**src/rtl/pdm_cic_decimator.sv**
```systemverilog
// pdm_cic_decimator: one-bit PDM stream to signed PCM via an ORDER-stage CIC decimator (R = 2^DEC_LOG2).
// Optional build macro PDM_CIC_DC_BLOCK_EN inserts a first-order DC blocker ahead of saturation (+1 cycle).
module pdm_cic_decimator #(
    parameter int ORDER     = 3,
    parameter int DEC_LOG2  = 4,
    parameter int OUT_WIDTH = 12,
    parameter int DC_SHIFT  = 8
) (
    input  logic                        clk_in,
    input  logic                        rst_in,
    input  logic                        pdm_in,
    input  logic                        tick_in,
    output logic signed [OUT_WIDTH-1:0] pcm_out,
    output logic                        pcm_valid,
    output logic                        warm
);
    // Strobe semantics: tick_in is a one-cycle step strobe (pdm_in sampled with it, never dropped);
    // pcm_valid is a one-cycle strobe with no back-pressure, and pcm_out holds between strobes.
    localparam int W     = ORDER * DEC_LOG2 + 2;
    localparam int SHIFT = ORDER * DEC_LOG2 + 1 - OUT_WIDTH;
    localparam int DW    = OUT_WIDTH + 2;
    localparam int SW    = W + 2;
    localparam logic signed [SW-1:0] SAT_MAX = SW'((64'sd1 <<< (OUT_WIDTH - 1)) - 64'sd1);
    localparam logic signed [SW-1:0] SAT_MIN = SW'(-(64'sd1 <<< (OUT_WIDTH - 1)));

    if (ORDER < 1 || ORDER > 5 || DEC_LOG2 < 1 || DEC_LOG2 > 8 || OUT_WIDTH < 2 ||
        ORDER * DEC_LOG2 + 1 < OUT_WIDTH || DC_SHIFT < 1 || DC_SHIFT >= DW) begin : g_param_check
        $error("pdm_cic_decimator: illegal parameter set");
    end

    typedef enum logic {
        S_WARMUP = 1'b0,
        S_RUN    = 1'b1
    } state_t;

    logic signed [W-1:0]         integ      [ORDER];
    logic signed [W-1:0]         integ_next [ORDER];
    logic signed [W-1:0]         comb_dly   [ORDER];
    logic signed [W-1:0]         comb_x     [ORDER+1];
    logic signed [W-1:0]         step;
    logic signed [W-1:0]         scaled;
    logic [DEC_LOG2-1:0]         phase;
    logic                        dec_stb;
    state_t                      state;
    logic [2:0]                  warm_cnt;
    logic signed [SW-1:0]        sat_src;
    logic signed [OUT_WIDTH-1:0] sat_val;
    logic                        out_stb;

    // Integrators ripple within one tick so the last stage already includes the current bit.
    always_comb begin
        step          = pdm_in ? W'(1) : '1;
        integ_next[0] = integ[0] + step;
        for (int k = 1; k < ORDER; k++)
            integ_next[k] = integ[k] + integ_next[k-1];
    end

    always_comb begin
        comb_x[0] = integ[ORDER-1];
        for (int k = 0; k < ORDER; k++)
            comb_x[k+1] = comb_x[k] - comb_dly[k];
    end

    assign scaled = comb_x[ORDER] >>> SHIFT;

    always_ff @(posedge clk_in or posedge rst_in) begin
        if (rst_in) begin
            for (int k = 0; k < ORDER; k++)
                integ[k] <= '0;
            phase   <= '0;
            dec_stb <= 1'b0;
        end else begin
            dec_stb <= tick_in && (phase == '1);
            if (tick_in) begin
                phase <= phase + DEC_LOG2'(1);
                for (int k = 0; k < ORDER; k++)
                    integ[k] <= integ_next[k];
            end
        end
    end

`ifdef PDM_CIC_DC_BLOCK_EN
    logic signed [DW-1:0] dc_x;
    logic signed [DW-1:0] dc_x_prev;
    logic signed [DW-1:0] dc_y_prev;
    logic signed [DW-1:0] dc_y;
    logic                 run_stb;

    assign dc_y    = dc_x - dc_x_prev + dc_y_prev - (dc_y_prev >>> DC_SHIFT);
    assign sat_src = SW'(dc_y);
    assign out_stb = run_stb;
`else
    assign sat_src = SW'(scaled);
    assign out_stb = dec_stb && (state == S_RUN);
`endif

    always_comb begin
        if (sat_src > SAT_MAX)
            sat_val = SAT_MAX[OUT_WIDTH-1:0];
        else if (sat_src < SAT_MIN)
            sat_val = SAT_MIN[OUT_WIDTH-1:0];
        else
            sat_val = sat_src[OUT_WIDTH-1:0];
    end

    // Warm-up FSM: comb delays fill during WARMUP, samples are only emitted in RUN.
    always_ff @(posedge clk_in or posedge rst_in) begin
        if (rst_in) begin
            state     <= S_WARMUP;
            warm_cnt  <= '0;
            for (int k = 0; k < ORDER; k++)
                comb_dly[k] <= '0;
            pcm_out   <= '0;
            pcm_valid <= 1'b0;
            warm      <= 1'b0;
`ifdef PDM_CIC_DC_BLOCK_EN
            dc_x      <= '0;
            dc_x_prev <= '0;
            dc_y_prev <= '0;
            run_stb   <= 1'b0;
`endif
        end else begin
            if (dec_stb) begin
                for (int k = 0; k < ORDER; k++)
                    comb_dly[k] <= comb_x[k];
                if (state == S_WARMUP) begin
                    warm_cnt <= warm_cnt + 3'd1;
                    if (warm_cnt == 3'(ORDER - 1))
                        state <= S_RUN;
                end
            end
`ifdef PDM_CIC_DC_BLOCK_EN
            run_stb <= dec_stb && (state == S_RUN);
            if (dec_stb && (state == S_RUN))
                dc_x <= DW'(scaled);
            if (run_stb) begin
                dc_x_prev <= dc_x;
                dc_y_prev <= dc_y;
            end
`endif
            pcm_valid <= out_stb;
            if (out_stb) begin
                pcm_out <= sat_val;
                warm    <= 1'b1;
            end
        end
    end

endmodule

```
**config.mk**
```make
export PLATFORM = sky130hd
export DESIGN_NAME = pdm_cic_decimator
export DESIGN_NICKNAME = d
export VERILOG_FILES = /design/src/rtl/pdm_cic_decimator.sv
export SDC_FILE = /design/constraint.sdc
export NUM_CORES = 1
export LEC_CHECK = 0
export ABC_AREA = 0
export BUFFER_PORTS_ARGS = -buffer_cell sky130_fd_sc_hd__buf_2
export CELL_PAD_IN_SITES_DETAIL_PLACEMENT = 0
export CELL_PAD_IN_SITES_GLOBAL_PLACEMENT = 2
export CORE_ASPECT_RATIO = 0.8
export CORE_MARGIN = 2
export CORE_UTILIZATION = 41
export CTS_CLUSTER_SIZE = 30
export DETAILED_ROUTE_END_ITERATION = 10
export HOLD_SLACK_MARGIN = 0.15
export PLACE_DENSITY = 0.84
export SLEW_MARGIN = 40
export SYNTH_ARGS = -nofsm -noshare
export SYNTH_HDL_FRONTEND = slang
export SYNTH_SLANG_ARGS = --single-unit
```
**constraint.sdc**
```tcl
create_clock -name clk_in -period 5.79 [get_ports clk_in]
set_input_delay 0.579 -clock clk_in [delete_from_list [all_inputs] [get_ports clk_in]]
set_output_delay 0.579 -clock clk_in [all_outputs]
set_load 0.02 [all_outputs]
```
### Word level (Yosys, flattened, before mapping)

Cells that the tools add are included.

| storage, ports and cells | value |
|---|---|
| output and inout bits | 14 |
| flip-flop bits (word level) | 107 |
| bits of input ports | 4 |
| logic and storage cells | 34 |

| cells by class | value |
|---|---|
| reduce and logical (&&, ||, !) cells | 3 |
| mux-type cells | 5 |
| add/sub/neg operators | 8 |
| equal/unequal tests | 2 |
| order comparisons | 2 |
| bitwise gates (word level) | 1 |

Operator list:

| operator | count |
|---|---|
| $add A14 B14 Y14 | 3 |
| $sub A14 B14 Y14 | 3 |
| $mux W12 | 2 |
| $mux W14 | 1 |
| $gt A13 B12 Y1 const B | 1 |
| $lt A13 B12 Y1 const B | 1 |
| $add A4 B1 Y4 const B | 1 |
| $eq A4 B4 Y1 const B | 1 |
| $add A3 B1 Y3 const B | 1 |
| $eq A3 B2 Y1 const B | 1 |
| $logic_and A1 B1 Y1 | 2 |
| $mux W1 | 2 |
| $reduce_and A2 Y1 | 1 |
| $not A1 Y1 | 1 |

### Depth between registers and ports, before layout

Gate-level depths: netlist of run 1.

| logic depth | value |
|---|---|
| depth in word-level cells | 6 |
| depth in mapped cells | 28 |
| gate-level depth less buffers | 28 |

### Worst setup path after synthesis of run 1

No wires, ideal clock.

| timing path | value |
|---|---|
| kind | flip-flop to flip-flop |
| from | register integ, in the netlist comb_x[42] |
| to | register pcm_out[4] |
| path slack | 902 ps |
| setup time | 77 ps |
| arrival time | 4,811 ps |
| clock period less this slack | 4,888 ps |
| stages on the path, launching flop included | 28 |
| cells stage by stage | dfrtp_1 -> inv_1 -> ha_1 -> inv_1 -> fa_1 -> a21o_1 -> a21oi_1 -> o21bai_1 -> a21oi_1 -> nor2b_1 -> o21a_1 -> nor2_1 -> xnor2_1 -> ha_1 -> a31oi_1 -> nand3b_1 -> xor2_1 -> ha_1 -> nand2_1 -> nor2_1 -> a21oi_1 -> nand3b_1 -> nand3b_1 -> a21o_1 -> a211o_1 -> mux2i_4 -> o22ai_1 -> o21ai_1 |

RTL lines:

| element | RTL line | source |
|---|---|---|
| from (decl) | 36 | `logic signed [W-1:0] integ [ORDER];` |
| from (signal, indexed assignment) | 77 | `integ[k] <= integ_next[k];` |
| to (signal assigned) | 143 | `pcm_out <= sat_val;` |
| to (decl) | 13 | `output logic signed [OUT_WIDTH-1:0] pcm_out,` |

==> metrics.md, run 1 <==
| Metric | Value |
|---|---|
| Initial DRC count | `245` |
| Vias | `5275` |
| Initial antenna violation count | `0` |
| Wire per inst | `13.6 µm` |
| Layout area overhead | `9.00%` |
| Critical Path Slowest Stage Cell | `dfrtp_1` |
| Hold crit path type | `in -> async` |
| Tcrit/Tclk final | `94.1%` |
| Setup CP Type | `reg -> reg` |
| Die X | `154 µm` |
| Number of global-route vias before repair | `5051` |
| Max-slew violations | `0` |
| Share of layout cells above drive strength 1 | `11.7%` |
| Largest net degree at the start of global routing | `79` |
| Vias per cell | `5.13` |
| Status | `completed` |
| Max cap viols | `0` |
| Total gr overflow | `0` |
| Worst R2R Path Depth | `27` |
| First-pass GRT wire length | `between 20 and 25 mm` |
| Synthesis Warnings | `0` |
| CP Capture Type | `flop` |
| Synth cell types | `53` |
| Core area | `~17000 µm²` |
| Worst Setup SP | `comb_x[42]` |
| Hold_ws | `0.320 ns` |
| Sinks on Clock Net | `107` |
| CP Launch Type | `flop` |
| Dpl hpwl | `between 10 and 15 mm` |
| Largest family of logic cells by synthesized area | `compound AO/OA/AOI/OAI gates` |
| Row count | `43` |
| Final setup skew | `0.00890 ns` |
| Multi-input logic area | `4390 µm²` |
| Skew-Pair Late Insertion Delay | `0.36 ns` |
| Cts bufs inserted | `9` |
| Netlist Area Pre-Place | `about 7400 µm²` |
| WP data arrival | `5.73 ns` |
| Antenna viol nets, final | `0` |
| Final setup viols | `0` |
| CTS max path bufs | `2` |
| DRC violations left | `0` |
| Worst-path fanout max | `10` |
| Flop-to-flop setup slack | `0.34 ns` |
| Die Ht | `124 µm` |
| Routability Congestion | `0.791` |
| Capturing point of the worst reg2reg path | `pcm_out[4]` |
| EDFF count, synth | `0` |
| Worst slew pin tran | `roughly 0.73 ns` |
| CP Data Required Time | `6.07 ns` |
| CTS clk-pin slew, worst paths | `0.07 ns` |
| Total GRT Usage | `between 15 and 20%` |
| Mux cell area share after synthesis | `just under 7%` |
| Synthesized area per cell | `9.42 µm²` |
| H-Tree Level Count | `3` |
| Post-synthesis xor/xnor area fraction | `8.83%` |
| Syn_nets | `between 800 and 900` |
| Mapped Cells | `about 800` |
| CTS root buf | `clkbuf_16` |
| TritonCTS clock tree | `yes` |
| Adder-cell share of the synthesized area | `15.1%` |
| Hold Buf Count CTS | `0` |
| Number of diodes | `0` |
| Fill cells | `1720` |
| Ports | `18` |
| Pre-antenna DRT Iters | `5` |
| Synth async-reset ratio | `100%` |
| Register area | `2680 µm²` |
| PortBufs | `17` |
| RR Startpoint | `comb_x[42]` |
| Initial core utilization | `42.2%` |
| Post-Synth Simple-Gate Area | `a little under an eighth` |
| Layout Nets | `just under 900` |
| Final Hold Fails | `0` |
| Synth Register Bits | `107` |
| Area of the die | `roughly 19000 µm²` |
| Relative slew margins | `51.6%` |
| Seq/Total Area, Yosys | `between 30% and 40%` |
| CP max stage delay | `0.40 ns` |
| Dominant synthesized flop cell | `dfrtp_1` |
| Final wirelength | `14.0 mm` |
| Clock period minus worst slack | `approximately 5.4 ns` |
| Max Clk Rate | `0.184 GHz` |
| Synth Area in Compound Gates | `17.3%` |
-- cell families after synthesis --
logic type / after synthesis
buf+inv: 84
mux: 44
simple gates: 190
flops: 107
compound gates: 201
fa+ha+maj: 85
xor+xnor: 70
-- placed cells by master (no fill, tap or decap), types with 3 or more instances in the layout --
cell type and n:
inv_1 68, o21ai_0 62, or3_1 3, nor2_1 66
or2_2 3, nor3_1 13, o31ai_1 3, mux2i_1 3
xor2_1 15, nand2_1 70, ha_1 79, a21oi_1 37
nand2b_1 5, o31a_1 5, xnor2_1 51, nor2b_1 9
o21ai_1 10, nand3b_1 4, nand3_1 8, o21a_1 13
a21boi_0 8, a211oi_1 5, clkbuf_16 9, fa_1 6
buf_2 16, a31oi_1 4, buf_4 5, o21bai_1 7
o211ai_1 4, a21o_1 20, clkinvlp_4 3, dfrtp_1 106
mux2_2 40, a2111oi_0 3
-- per-layer routing --
metal | vias to the layer above | wire length, µm | global-route usage [%] | share of wire (%)
met1 | 2482 | 7710 | 23.0 | 55
met4 | 0 | 160 | 4.70 | 1.1
met5 | - | 0 | 0 | 0
met3 | 12 | 291 | 3.03 | 2.1
li1 | 2743 | - | - | -
met2 | 38 | 5800 | 22.9 | 42
-- cell type report --
cell class	count	share of cell area, %
multi-input combinational	590	54.7
sequential	107	33.4
tap	225	3.51
inverter	69	3.26
clock buffer	10	2.98
timing repair buffer	22	1.61
clock inverter	6	0.515
-- cells in the mapped netlist, types with 2 or more instances --
| cell | count | area share [%] |
|---|---|---|
| nor3b_1 | 2 | 0.20 |
| dfrtp_1 | 107 | 36 |
| o41ai_1 | 2 | 0.24 |
| and3_1 | 2 | 0.17 |
| buf_1 | 3 | 0.15 |
| xor2_1 | 16 | 1.9 |
| o211ai_1 | 4 | 0.41 |
| and2_1 | 2 | 0.17 |
| or2_2 | 3 | 0.26 |
| a211o_1 | 2 | 0.24 |
| mux2_2 | 40 | 6.1 |
| inv_1 | 69 | 3.5 |
| nand3b_1 | 4 | 0.41 |
| fa_1 | 6 | 1.6 |
| o21ai_0 | 62 | 4.2 |
| a211oi_1 | 5 | 0.51 |
| a31oi_1 | 6 | 0.51 |
| a21boi_0 | 9 | 0.92 |
| nand2b_1 | 5 | 0.43 |
| a21oi_1 | 38 | 2.6 |
| o31ai_1 | 3 | 0.31 |
| a21o_1 | 20 | 2.0 |
| o21bai_1 | 7 | 0.71 |
| nand3_1 | 8 | 0.54 |
| xnor2_1 | 51 | 6.1 |
| o21ai_1 | 10 | 0.68 |
| or3_1 | 3 | 0.26 |
| o21a_1 | 13 | 1.3 |
| o31a_1 | 5 | 0.60 |
| a2111oi_0 | 3 | 0.36 |
| clkbuf_1 | 12 | 0.61 |
| o2111ai_1 | 2 | 0.24 |
| nor2b_1 | 9 | 0.77 |
| nor3_1 | 13 | 0.88 |
| o41a_1 | 2 | 0.31 |
| nor2_1 | 66 | 3.4 |
| a31o_2 | 2 | 0.24 |
| mux2i_1 | 3 | 0.41 |
| ha_1 | 79 | 13 |
| nand2_1 | 70 | 3.6 |
-- per-stage QoR --
stage	std cells	setup TNS, ns	utilization (%)	setup slack (ns)	instance area, µm²
3_5_place_dp	1012	0	44.2	0.230	7700
4_1_cts	1028	0	45.8	0.172	7980
2_1_floorplan	781	0	-	0.902	7360
6_report	1029	0	46.0	0.343	8020
5_1_grt	1029	-0.0735	46.0	-0.0541	8020
3_3_place_gp	1012	0	44.2	0.438	7700
-- worst max-delay path, delay by kind of cell, from the launching register on --
kind                     cells  cell delay [ns]
flip-flops                   1             0.40
multiplexers                 1             0.31
XOR/XNOR                     2             0.33
adder cells (fa/ha/maj)      4             1.21
buffers and inverters        2             0.13
AO/OA/AOI/OAI               11             2.17
AND/OR/NAND/NOR              7             0.84
-- sequential cells by signal, indices dropped and copies added, names as in the netlist --
signal     count
warm_cnt       3
comb_x        14
warm           1
pcm_out       12
integ         28
dec_stb        1
comb_dly      42
pcm_valid      1
phase          4
state          1
-- worst max path at each step --
stage                       endpoint  depth (start not counted)
final                     pcm_out[4]                         27
after global routing      pcm_out[4]                         25
after CTS                 pcm_out[4]                         26
after detailed placement  pcm_out[4]                         26
after global placement    pcm_out[4]                         25
after floorplan           pcm_out[4]                         27
-- repair_timing --
action | 4_1_cts | 5_1_grt
setup endpoints to repair | 0 | 11
setup buffers | 0 | 1
resized for setup | 0 | 5
Power of run 1 is not shown: default switching activity piles up to over one toggle a cycle in this logic, so the estimate is an artifact.
==> inputs of run 2 (changes only) <==
--- a/config.mk
+++ b/config.mk
@@ -10,11 +10,12 @@
 export CELL_PAD_IN_SITES_DETAIL_PLACEMENT = 0
 export CELL_PAD_IN_SITES_GLOBAL_PLACEMENT = 2
 export CORE_ASPECT_RATIO = 0.8
-export CORE_MARGIN = 2
+export CORE_MARGIN = 1
 export CORE_UTILIZATION = 41
-export CTS_CLUSTER_SIZE = 30
+export CTS_CLUSTER_SIZE = 28
 export DETAILED_ROUTE_END_ITERATION = 10
 export HOLD_SLACK_MARGIN = 0.15
+export MAX_ROUTING_LAYER = met4
 export PLACE_DENSITY = 0.84
 export SLEW_MARGIN = 40
 export SYNTH_ARGS = -nofsm -noshare
==> run 2 against run 1 <==
Against the previous run: maximum frequency rose by 1.7%; via count about the same; cell count about the same; flip-flop and latch count unchanged; first-iteration DRC count shrank 3.3%; die area down 2.9%; critical path depth is 4 lower; non-clock buffer count unchanged; critical path type unchanged; critical endpoint unchanged.
==> metrics.md, run 2 (synthesis gave the netlist of run 1 again) <==
| Metric | Value |
|---|---|
| Share of layout cells above drive strength 1 | `around an eighth` |
| TritonCTS clock tree | `yes` |
| Worst R2R Path Depth | `23` |
| Max Clk Rate | `0.187 GHz` |
| Worst-path fanout max | `6` |
| Final Hold Fails | `0` |
| Cts bufs inserted | `9` |
| Final setup skew | `0.0119 ns` |
| Final wirelength | `13.9 mm` |
| H-Tree Level Count | `3` |
| Vias per cell | `5.12` |
| Layout area overhead | `9.88%` |
| Commonest non-fill, non-tap cell in the layout | `dfrtp_1` |
| Initial antenna violation count | `0` |
| CP Data Required Time | `about 6.1 ns` |
| Dpl hpwl | `10.1 mm` |
| RR Startpoint | `comb_x[43]` |
| Largest net degree at the start of global routing | `79` |
| Cells along the critical path | `ha_1 -> nor2b_1 -> o31a_1 -> o21ai_0 -> nand2b_1 -> a21o_1 -> a211oi_1 -> nor2_1 -> ha_1 -> o41a_1 -> a31o_2 -> nor2_1 -> ha_1 -> nand2_1 -> nor2_1 -> a21oi_2 -> nand3b_1 -> nand3b_1 -> a21o_1 -> a211o_1 -> mux2i_4 -> o22ai_1 -> o21ai_1` |
| CP Launch Type | `flop` |
| Area of the die | `18500 µm²` |
| Max-slew violations | `0` |
| Sinks on Clock Net | `107` |
| Capturing point of the worst reg2reg path | `pcm_out[4]` |
| Total gr overflow | `0` |
| Final setup viols | `0` |
| Pre-antenna DRT Iters | `4` |
| CTS root buf | `clkbuf_16` |
| Hold Buf Count CTS | `0` |
| Wire per inst | `13.5 µm` |
| Sum Neg Setup Slack | `0 ns` |
| Flop-to-flop setup slack | `~0.44 ns` |
| Initial core utilization | `42.2%` |
| Number of global-route vias before repair | `5032` |
| Die Ht | `between 100 and 150 µm` |
| CTS clk-pin slew, worst paths | `0.07 ns` |
| Status | `completed` |
| Fill cells | `1710` |
| Worst slew pin tran | `between 0.7 and 0.8 ns` |
| Top reg by flops | `comb_dly` |
| Setup CP Type | `reg -> reg` |
| Layout Nets | `889` |
| Initial DRC count | `237` |
| Max cap viols | `0` |
| Ports | `18` |
| DRC violations left | `0` |
| Core area | `17400 µm²` |
| Critical Path Slowest Stage Cell | `o41a_1` |
| Relative slew margins | `51.8%` |
| First-pass GRT wire length | `23.7 mm` |
| CTS max path bufs | `2` |
| Clock period minus worst slack | `5.35 ns` |
| Routability Congestion | `a little over 0.8` |
| Die X | `152 µm` |
| Number of diodes | `0` |
| WP data arrival | `5.64 ns` |
| CP max stage delay | `0.49 ns` |
| Max FFs per register | `between 40 and 50` |
| Antenna viol nets, final | `0` |
| RSZ-0062 raised after global routing | `false` |
| Hold crit path type | `in -> async` |
| CP Capture Type | `flop` |
| Most frequent cells in the layout | `dfrtp_1, ha_1, nand2_1` |
| Vias | `5274` |
| Row count | `43` |
| Tcrit/Tclk final | `between 90% and 100%` |
| Skew-Pair Late Insertion Delay | `0.35 ns` |
| Total GRT Usage | `~17%` |
| PortBufs | `17` |
==> run 2: changes by cell type in the layout (fill, tap and decap cells not counted), sizes merged <==
| cell | change |
|---|---|
| clkinvlp | -3 |
| inv | +1 |
| clkinv | -1 |
| mux2i | +1 |
| bufinv | +1 |
| clkbuf | +2 |
==> run 2: through the flow <==
step / instances / instance area (µm²) / util [%] / setup WS [ns] / hold WS [ns]
after floorplan: 781 / 7360 / - / 0.902 / 0.446
after global placement: 1012 / 7700 / 44.2 / 0.435 / 0.445
after detailed placement: 1012 / 7710 / 44.2 / 0.271 / 0.452
after CTS: 1028 / 8000 / 45.9 / 0.226 / 0.268
after global routing: 1030 / 8080 / 46.4 / 0.0326 / 0.291
final: 1030 / 8080 / 46.4 / 0.435 / 0.259
==> run 2: metal layers <==
metal	GRT usage [%]	vias up	wire, µm
met5	-	-	0
met4	3.90	0	106
met3	3.71	6	348
met2	23.2	43	5740
met1	24.4	2463	7660
li1	-	2762	-
==> run 2: cell type report <==
cell class	count	area [µm²]	share of cell area, %
clock buffers	12	246	3.05
clock inverters	4	48.8	0.604
inverters	69	262	3.24
multi-input cells	591	4440	54.9
flip-flops and latches	107	2680	33.1
well taps	225	282	3.48
repair buffers	22	129	1.59
==> run 2: how the worst max path moves through the flow <==
stage	from	to	cells past startpoint
detailed placement	comb_x[42]	pcm_out[4]	25
finish	comb_x[43]	pcm_out[4]	23
CTS	comb_x[42]	pcm_out[4]	25
floorplan	comb_x[42]	pcm_out[4]	27
global placement	comb_x[42]	pcm_out[4]	25
global route	comb_x[42]	pcm_out[4]	27
==> run 2: repair_timing <==
| item | 4_1_cts | 5_1_grt |
|---|---|---|
| setup buffers | 0 | 1 |
| gates resized for setup | 0 | 13 |
| setup endpoints to repair | 0 | 11 |
==> run 2: critical path: cells and delay by family (launching register included) <==
| kind | cells | cell delay, ns |
|---|---|---|
| AOI/OAI and AO/OA | 11 | 2.64 |
| adders and majority gates | 3 | 0.86 |
| DFF | 1 | 0.47 |
| muxes | 1 | 0.25 |
| and+or+nand+nor | 8 | 1.04 |
Power of run 2 is left out for the same reason.
